===== config.mk =====
export PLATFORM = sky130hd
export DESIGN_NAME = spram_fifo_ctrl
export DESIGN_NICKNAME = d
export VERILOG_FILES = /design/src/rtl/spram_fifo_ctrl_pkg.sv /design/src/rtl/spram_fifo_ctrl_rr_arb2.sv /design/src/rtl/spram_fifo_ctrl.sv
export SDC_FILE = /design/constraint.sdc
export NUM_CORES = 1
export LEC_CHECK = 0
export ABC_AREA = 1
export ABC_CLOCK_PERIOD_IN_PS = 3110
export CORE_MARGIN = 8
export CORE_UTILIZATION = 26
export DETAILED_ROUTE_END_ITERATION = 7
export PLACE_DENSITY_LB_ADDON = 0.2
export SYNTH_ARGS = -nofsm -noshare
export SYNTH_HDL_FRONTEND = slang
export SYNTH_HIERARCHICAL = 1
export SYNTH_SLANG_ARGS = --single-unit

===== constraint.sdc =====
create_clock -name iClk -period 3.11 [get_ports iClk]
set_clock_uncertainty 0.05 [all_clocks]
set_input_delay 0.622 -clock iClk [delete_from_list [all_inputs] [get_ports iClk]]
set_output_delay 0.622 -clock iClk [all_outputs]
set_load 0.02 [all_outputs]

===== src/rtl/spram_fifo_ctrl_pkg.sv =====
// Shared definitions for the single-port-RAM FIFO controller.
// Covers the arbitration priority encoding, the request bit positions and the width helper.
package spram_fifo_ctrl_pkg;

    typedef enum logic {
        PRIO_WRITE = 1'b0,
        PRIO_READ  = 1'b1
    } prio_t;

    localparam int unsigned REQ_WR = 0;
    localparam int unsigned REQ_RD = 1;

    // Smallest width that can hold the values 0 .. value-1.
    function automatic int unsigned clog2(input int unsigned value);
        int unsigned width;
        width = 0;
        for (int unsigned i = 0; i < 32; i++) begin
            if ((64'd1 << i) < 64'(value)) begin
                width = i + 1;
            end
        end
        return width;
    endfunction

endpackage


===== src/rtl/spram_fifo_ctrl_rr_arb2.sv =====
// Two-requester round-robin arbiter with a one-hot grant.
// The priority register flips only when both requesters are active together.
module rr_arb2
    import spram_fifo_ctrl_pkg::*;
(
    input  logic       iClk,
    input  logic       iRst_n,
    input  logic       iFlush,
    input  logic [1:0] iReq,
    output logic [1:0] oGnt
);

    prio_t prio;
    prio_t prioNext;

    always_ff @(posedge iClk or negedge iRst_n) begin
        if (!iRst_n) begin
            prio <= PRIO_WRITE;
        end else begin
            prio <= prioNext;
        end
    end

    always_comb begin
        oGnt     = '0;
        prioNext = prio;
        if (iFlush) begin
            prioNext = PRIO_WRITE;
        end else begin
            case (iReq)
                2'b01: oGnt = 2'b01;
                2'b10: oGnt = 2'b10;
                2'b11: begin
                    if (prio == PRIO_WRITE) begin
                        oGnt     = 2'b01;
                        prioNext = PRIO_READ;
                    end else begin
                        oGnt     = 2'b10;
                        prioNext = PRIO_WRITE;
                    end
                end
                default: oGnt = '0;
            endcase
        end
    end

endmodule


===== src/rtl/spram_fifo_ctrl.sv =====
// Circular FIFO sequencer for one sync-read single-port RAM.
// A valid/ready writer and a valid/ready reader share the single RAM port under round-robin arbitration.
module spram_fifo_ctrl
    import spram_fifo_ctrl_pkg::*;
#(
    parameter int DATA_WIDTH = 64,
    parameter int ADDR_WIDTH = 5,
    parameter int RAM_DEPTH  = 32
) (
    input  logic                  iClk,
    input  logic                  iRst_n,
    input  logic                  iFlush,
    input  logic                  iWr_Valid,
    input  logic [DATA_WIDTH-1:0] iWr_Data,
    output logic                  oWr_Ready,
    output logic                  oRd_Valid,
    output logic [DATA_WIDTH-1:0] oRd_Data,
    input  logic                  iRd_Ready,
    output logic                  oRam_R_EN,
    output logic                  oRam_W_EN,
    output logic [ADDR_WIDTH-1:0] oRam_Addr,
    output logic [DATA_WIDTH-1:0] oRam_Data,
    input  logic [DATA_WIDTH-1:0] iRam_Data,
    output logic [ADDR_WIDTH:0]   oLevel,
    output logic                  oFull,
    output logic                  oEmpty
);

    if (int'(clog2(RAM_DEPTH)) > ADDR_WIDTH) begin : gDepthCheck
        $error("RAM_DEPTH does not fit in ADDR_WIDTH address bits");
    end

    localparam logic [ADDR_WIDTH-1:0] LAST_ADDR   = ADDR_WIDTH'(RAM_DEPTH - 1);
    localparam logic [ADDR_WIDTH:0]   DEPTH_LEVEL = (ADDR_WIDTH + 1)'(RAM_DEPTH);

    logic [ADDR_WIDTH-1:0] wrPtr;
    logic [ADDR_WIDTH-1:0] rdPtr;
    logic [ADDR_WIDTH:0]   level;
    logic                  rdValid;
    logic                  wrReq;
    logic                  rdReq;
    logic                  reqEnable;
    logic [1:0]            req;
    logic [1:0]            gnt;
    logic                  wrGnt;
    logic                  rdGnt;

    assign oFull  = (level == DEPTH_LEVEL);
    assign oEmpty = (level == '0);

    // A held word blocks further reads so oRd_Data stays stable under backpressure.
    assign wrReq     = iWr_Valid & ~oFull;
    assign rdReq     = ~oEmpty & (~rdValid | iRd_Ready);
    assign reqEnable = iRst_n & ~iFlush;

    always_comb begin
        req         = '0;
        req[REQ_WR] = wrReq & reqEnable;
        req[REQ_RD] = rdReq & reqEnable;
    end

    rr_arb2 uArb (
        .iClk   (iClk),
        .iRst_n (iRst_n),
        .iFlush (iFlush),
        .iReq   (req),
        .oGnt   (gnt)
    );

    assign wrGnt = gnt[REQ_WR];
    assign rdGnt = gnt[REQ_RD];

    assign oWr_Ready = wrGnt;
    assign oRam_W_EN = wrGnt;
    assign oRam_R_EN = rdGnt;
    assign oRam_Addr = wrGnt ? wrPtr : rdPtr;
    assign oRam_Data = iWr_Data;
    assign oRd_Data  = iRam_Data;
    assign oRd_Valid = rdValid;
    assign oLevel    = level;

    always_ff @(posedge iClk or negedge iRst_n) begin
        if (!iRst_n) begin
            wrPtr   <= '0;
            rdPtr   <= '0;
            level   <= '0;
            rdValid <= 1'b0;
        end else if (iFlush) begin
            wrPtr   <= '0;
            rdPtr   <= '0;
            level   <= '0;
            rdValid <= 1'b0;
        end else begin
            if (wrGnt) begin
                wrPtr <= (wrPtr == LAST_ADDR) ? '0 : wrPtr + 1'b1;
                level <= level + 1'b1;
            end
            if (rdGnt) begin
                rdPtr <= (rdPtr == LAST_ADDR) ? '0 : rdPtr + 1'b1;
                level <= level - 1'b1;
            end
            if (rdGnt) begin
                rdValid <= 1'b1;
            end else if (iRd_Ready) begin
                rdValid <= 1'b0;
            end
        end
    end

endmodule

### Yosys cells after proc, flatten, opt, wreduce, memory -nomap -nowiden

Index checks and enable logic that the tools add are counted.

* input bits: 133
* RAM bits: 0
* output and inout bits: 145
* memories kept: 0
* memory bits (read-only): 0
* latch bits: 0
* register bits: 18

* equal/unequal tests: 6
* reduce and logical (&&, ||, !) cells: 6
* add/sub/neg operators: 4
* bitwise logic cells: 10
* magnitude comparators: 0
* divide/modulo/power cells: 0
* muxes and demuxes: 19
* multiply operators: 0
* shift-type cells: 0

Operators with widths (number)
* 5-bit 2-to-1 mux: 7
* 6-bit 2-to-1 mux: 3
* 5-bit by 1-bit adder with 5-bit output (second input constant): 2
* 5-bit equality test (second input constant): 2
* 6-bit by 1-bit adder with 6-bit output (second input constant): 1
* 6-bit equality test (second input constant): 1
* 6-bit logical NOT: 1
* 1-bit 2-to-1 mux: 6
* 2-bit case mux with 3 select lines: 1
* 2-bit nonzero test: 3
* 3-bit nonzero test: 2
* 6-bit by 1-bit subtractor with 6-bit output (second input constant): 1
* 1-bit AND: 5
* 2-bit equality test (second input constant): 2
* 2-bit 2-to-1 mux: 2
* 1-bit NOT: 4
* 2-bit by 1-bit equality test with 1-bit output (second input constant): 1
* 1-bit OR: 1

### Longest topological paths before layout

* word-level depth: 10
* depth in mapped cells: 16

### Modules after synthesis

The synthesis kept the hierarchy.

By module, submodules not included
* spram_fifo_ctrl: times used 1, area each 2092.0 um^2, cells each 277, seq. area each 425.4 um^2
* rr_arb2: times used 1, area each 73.8 um^2, cells each 13, seq. area each 25.0 um^2

### Worst setup path before layout

Ideal clock, no wire load.

* path kind: register -> output
* start: register level[0], in the netlist oLevel[0]
* end: output oRam_Addr[0]
* cell stages (with the launch flop): 10
* buffers on the path: 1
* arrival time: 2.383 ns
* slack: 0.055 ns
* path through: dfrtp_1 nor2_1 nand3_1 nor2_1 nor2_1 nand2_1 a21oi_1 clkbuf_1 nand2_1 o21ai_0

* cells in the longest elaborated chain, start to end: 8
* elaborated cells on any way between the ends: 14

Ends and longest elaborated chain
* start, declared: line spram_fifo_ctrl.sv:38 `logic [ADDR_WIDTH:0] level;`
* start signal, assigned: line spram_fifo_ctrl.sv:96 `level <= level + 1'b1;`
* start signal, assigned: line spram_fifo_ctrl.sv:100 `level <= level - 1'b1;`
* 6-bit equality test *: line spram_fifo_ctrl.sv:48 `assign oFull = (level == DEPTH_LEVEL);`
* via oFull: line spram_fifo_ctrl.sv:25 `output logic oFull,`
* 1-bit NOT *: line spram_fifo_ctrl.sv:52 `assign wrReq = iWr_Valid & ~oFull;`
* 1-bit AND *: line spram_fifo_ctrl.sv:52
* 1-bit AND *: line spram_fifo_ctrl.sv:58 `req[REQ_WR] = wrReq & reqEnable;`
* via req[0]: line spram_fifo_ctrl.sv:43 `logic [1:0] req;`
* 2-bit equality test / 2-bit by 1-bit equality test with 1-bit output (equally long branches): line spram_fifo_ctrl_rr_arb2.sv:30 `case (iReq)`
* 2-bit case mux with 3 select lines *: line spram_fifo_ctrl_rr_arb2.sv:30
* 2-bit 2-to-1 mux *: line spram_fifo_ctrl_rr_arb2.sv:27 `if (iFlush) begin`
* via oRam_W_EN: line spram_fifo_ctrl.sv:20 `output logic oRam_W_EN,`
* 5-bit 2-to-1 mux *: line spram_fifo_ctrl.sv:76 `assign oRam_Addr = wrGnt ? wrPtr : rdPtr;`
* end, declared: line spram_fifo_ctrl.sv:21 `output logic [ADDR_WIDTH-1:0] oRam_Addr,`

The timed path passes the listed nets; every way through them passes the cells marked *.

### Worst setup path after layout

* start: input iFlush
* end: output oRam_Addr[1]

* cells in the longest elaborated chain, start to end: 7
* elaborated cells on any way between the ends: 10

Ends and longest elaborated chain
* start, declared: line spram_fifo_ctrl.sv:12 `input logic iFlush,`
* 1-bit NOT *: line spram_fifo_ctrl.sv:54 `assign reqEnable = iRst_n & ~iFlush;`
* 1-bit AND *: line spram_fifo_ctrl.sv:54
* 1-bit AND *: line spram_fifo_ctrl.sv:58
* via req[0]: line spram_fifo_ctrl.sv:43
* 2-bit equality test / 2-bit by 1-bit equality test with 1-bit output (equally long branches): line spram_fifo_ctrl_rr_arb2.sv:30
* 2-bit case mux with 3 select lines *: line spram_fifo_ctrl_rr_arb2.sv:30
* 2-bit 2-to-1 mux *: line spram_fifo_ctrl_rr_arb2.sv:27
* 5-bit 2-to-1 mux *: line spram_fifo_ctrl.sv:76

Marked as above.

==> impl_metrics.csv <==
group,metric,value,unit
timing,relSlewSlack,0.7934,
setup_path,cp-end-kind,"output port",
power_and_ir_drop,peakVddDrop,0.1612,mV
placed_design,io_buffer_count,21,
power_and_ir_drop,swShare,0.3734,
global_route,grt_start_max_net_pins,16,
min_path,hp-class,"reg -> reg",
clock_network,numClockSinks,18,
global_route,grt.total_usage,0.07640,
detailed_routing,vias,1274,
placed_design,pre_cts_slack,-0.2377,ns
global_route,grt_pass1_wl,6.872,mm
timing,hold_slack,0.4636,ns
detailed_routing,drcViolationCount,0,
finish,design_area,1670,µm²
timing,final.min_clock_period,2.924,ns
detailed_routing,firstDrtPassIters,4,
setup_path,worstPathMaxFanout,15,
power_and_ir_drop,pwr-share-comb,0.400,
clock_network,cts_buffers,3,
clock_network,clock_latency,0.25,ns
timing,finalSetupViolCount,0,
clock_network,clk_pin_slew,0.07,ns
flow_run,drv_cap,0,
global_route,grt.overflow.total,0,
finish,layout-drive-gt1-share,0.1320,
finish,final_common_cell,"nand2_1",
global_route,antenna_found_initial,0,
power_and_ir_drop,internal_power,487.4,µW
finish,antenna_cells,0,
clock_network,cts_tree,"built",
die,die_width,107.3,µm
setup_path,crit_required,2.44,ns
detailed_routing,ant_nets,0,
finish,num-fill-cells,925,
power_and_ir_drop,clockPowerShare,0.214,
synthesis,yosysSeqAreaShare,0.2080,
die,die-height,107.3,µm
timing,hold_viol_final,0,
clock_network,cts-htree-levels,1,
timing,slew_violations,0,
finish,num-nets-final,341,
finish,syn_to_final_growth,-22.88,%
setup_path,cp_data_arrival_time,2.25,ns
die,start_util,0.2663,
die,die_area,11510,µm²
placed_design,dpl-instance-area,1633,µm²
placed_design,hpwl,3.637,mm
die,io-pin-count,278,
detailed_routing,wl_met2,1.900,mm
finish,final_cell_mix,"nand2_1 (40), inv_1 (28), dfrtp_1 (18), nor2_1 (13), buf_4 (13)",
clock_network,cts_setup_buffers,0,
synthesis,synth_nets,432,
detailed_routing,drt-vias-per-instance,4.219,
synthesis,syn_inst,290,
synthesis,synth_area_per_cell,7.468,µm²
detailed_routing,route.top_layer_used,"met4",
power_and_ir_drop,pwr-share-seq,0.386,
outcome,status,"completed",
die,core.rowCount,33,
detailed_routing,wl,4.444,mm
timing,worst_pin_slew,0.3088,ns
setup_path,path_class,"in -> out",
detailed_routing,met1Wirelength,1.744,mm
power_and_ir_drop,p_leak,0.0008331,µW
clock_network,clockRootBuffer,"clkbuf_8",
power_and_ir_drop,switching_power,290.5,µW
clock_network,clockBufferDepth,2,
die,core,8134,µm²
timing,timing.fmax,342.0,MHz
timing,finalCritPeriodShare,0.9401,
timing,worst_slack,0.1863,ns
power_and_ir_drop,power.density,465.7,nW/µm²
setup_path,startpoint_type,"primary input",
detailed_routing,drt_iter0_drc,22,
synthesis,synth_cell_types,24,
timing,final.setup.tns,0,ns
synthesis,synth-seq-cells,18,
synthesis,netlist_area,2166,µm²
detailed_routing,wl_per_cell,14.72,µm
synthesis,ys_warn_count,6,
detailed_routing,wl_met3,574,µm
finish,postLayoutCoreUtil,0.2054,
global_route,grt_pass1_vias,1295,
timing,rsz0062_at_grt,"false",
clock_network,cts_hold_buf,0,
placed_design,globalplace.congestion,0.7316,
[power groups by stage]
stage | sequential, µW | clock (µW) | combinational (µW)
2_1_floorplan | 318 | 0 | 396
3_3_place_gp | 306 | 0 | 323
3_5_place_dp | 304 | 0 | 322
4_1_cts | 301 | 175 | 321
5_1_grt | 306 | 184 | 353
6_report | 300 | 167 | 311
[synthesized netlist by cell type (all sizes together)]
master	number	area, µm²
a21oi	8	40.04
a32o	1	10.01
buf	129	968.4
clkbuf	1	3.750
dfrtp	18	450.4
fa	1	20.02
ha	8	100.1
inv	31	116.4
nand2	41	156.4
nand3	12	60.06
nand4	1	6.260
nor2	15	71.32
o21ai	11	62.56
o22ai	5	37.53
or2	3	18.77
xnor2	3	26.28
xor2	2	17.52
[cell families after synthesis]
logic type,share of synthesized area
AOI/OAI and AO/OA,0.06932
adders and majority gates,0.05546
DFF,0.2080
buffers and inverters,0.5026
and+or+nand+nor,0.1444
xor gates and xnor gates,0.02022
[sequential cells by signal, summed over array words and instances (netlist names)]
name	cells
wrPtr	5
oRd_Valid	1
uArb/prio	1
oLevel	6
rdPtr	5
[worst max-delay path, stage by stage]
cell and delay [ns]:
clkdlybuf4s50_1 0.43, inv_1 0.10, nand3_1 0.07, nor2_1 0.15, nand2_1 0.06, a21oi_1 0.11
buf_4 0.21, nand2_1 0.06, o21ai_0 0.07, dlygate4sd2_1 0.35
[final cells by class]
cell class	instances	area, µm²	area share
Sequential cell	18	450.4	0.2697
Inverter	31	116.4	0.06966
Timing Repair Buffer	34	304.0	0.1820
Tap cell	105	131.4	0.07865
Multi-Input combinational cell	111	626.9	0.3753
Clock buffer	3	41.29	0.02472
[what timing repair did]
item,4_1_cts,5_1_grt
endpoints found under the setup margin,7,4
resized for setup,8,4
pin swaps,0,0
[path summary, 6_finish.rpt]
kind / end / slack [ns] / from / cells past startpoint
worst max-delay path: oRam_Addr[1] / 0.19 / iFlush / 10
worst min-delay path: wrPtr[4]$_DFFE_PN0P_ / 0.46 / wrPtr[4]$_DFFE_PN0P_ / 2
worst max register to register: oLevel[4]$_DFFE_PN0P_ / 0.53 / oLevel[1]$_DFFE_PN0P_ / 13
worst min register to register: wrPtr[4]$_DFFE_PN0P_ / 0.46 / wrPtr[4]$_DFFE_PN0P_ / 2
max in group asynchronous: wrPtr[2]$_DFFE_PN0P_ / 2.33 / iRst_n / 2
min in group asynchronous: oLevel[3]$_DFFE_PN0P_ / 0.50 / iRst_n / 2
[routing by layer]
| metal | global-route usage | vias up |
|---|---|---|
| met5 | 0 | - |
| met4 | 0.05327 | 0 |
| met3 | 0.04072 | 28 |
| met2 | 0.1174 | 86 |
| met1 | 0.07884 | 574 |
| li1 | - | 586 |
[through the flow]
stage / instances / total power, µW
2_1_floorplan: 290 / 714.0
3_3_place_gp: 299 / 629.2
3_5_place_dp: 299 / 626.2
4_1_cts: 302 / 796.6
5_1_grt: 302 / 843.4
6_report: 302 / 777.9
Power figures use the tool's default switching activity.
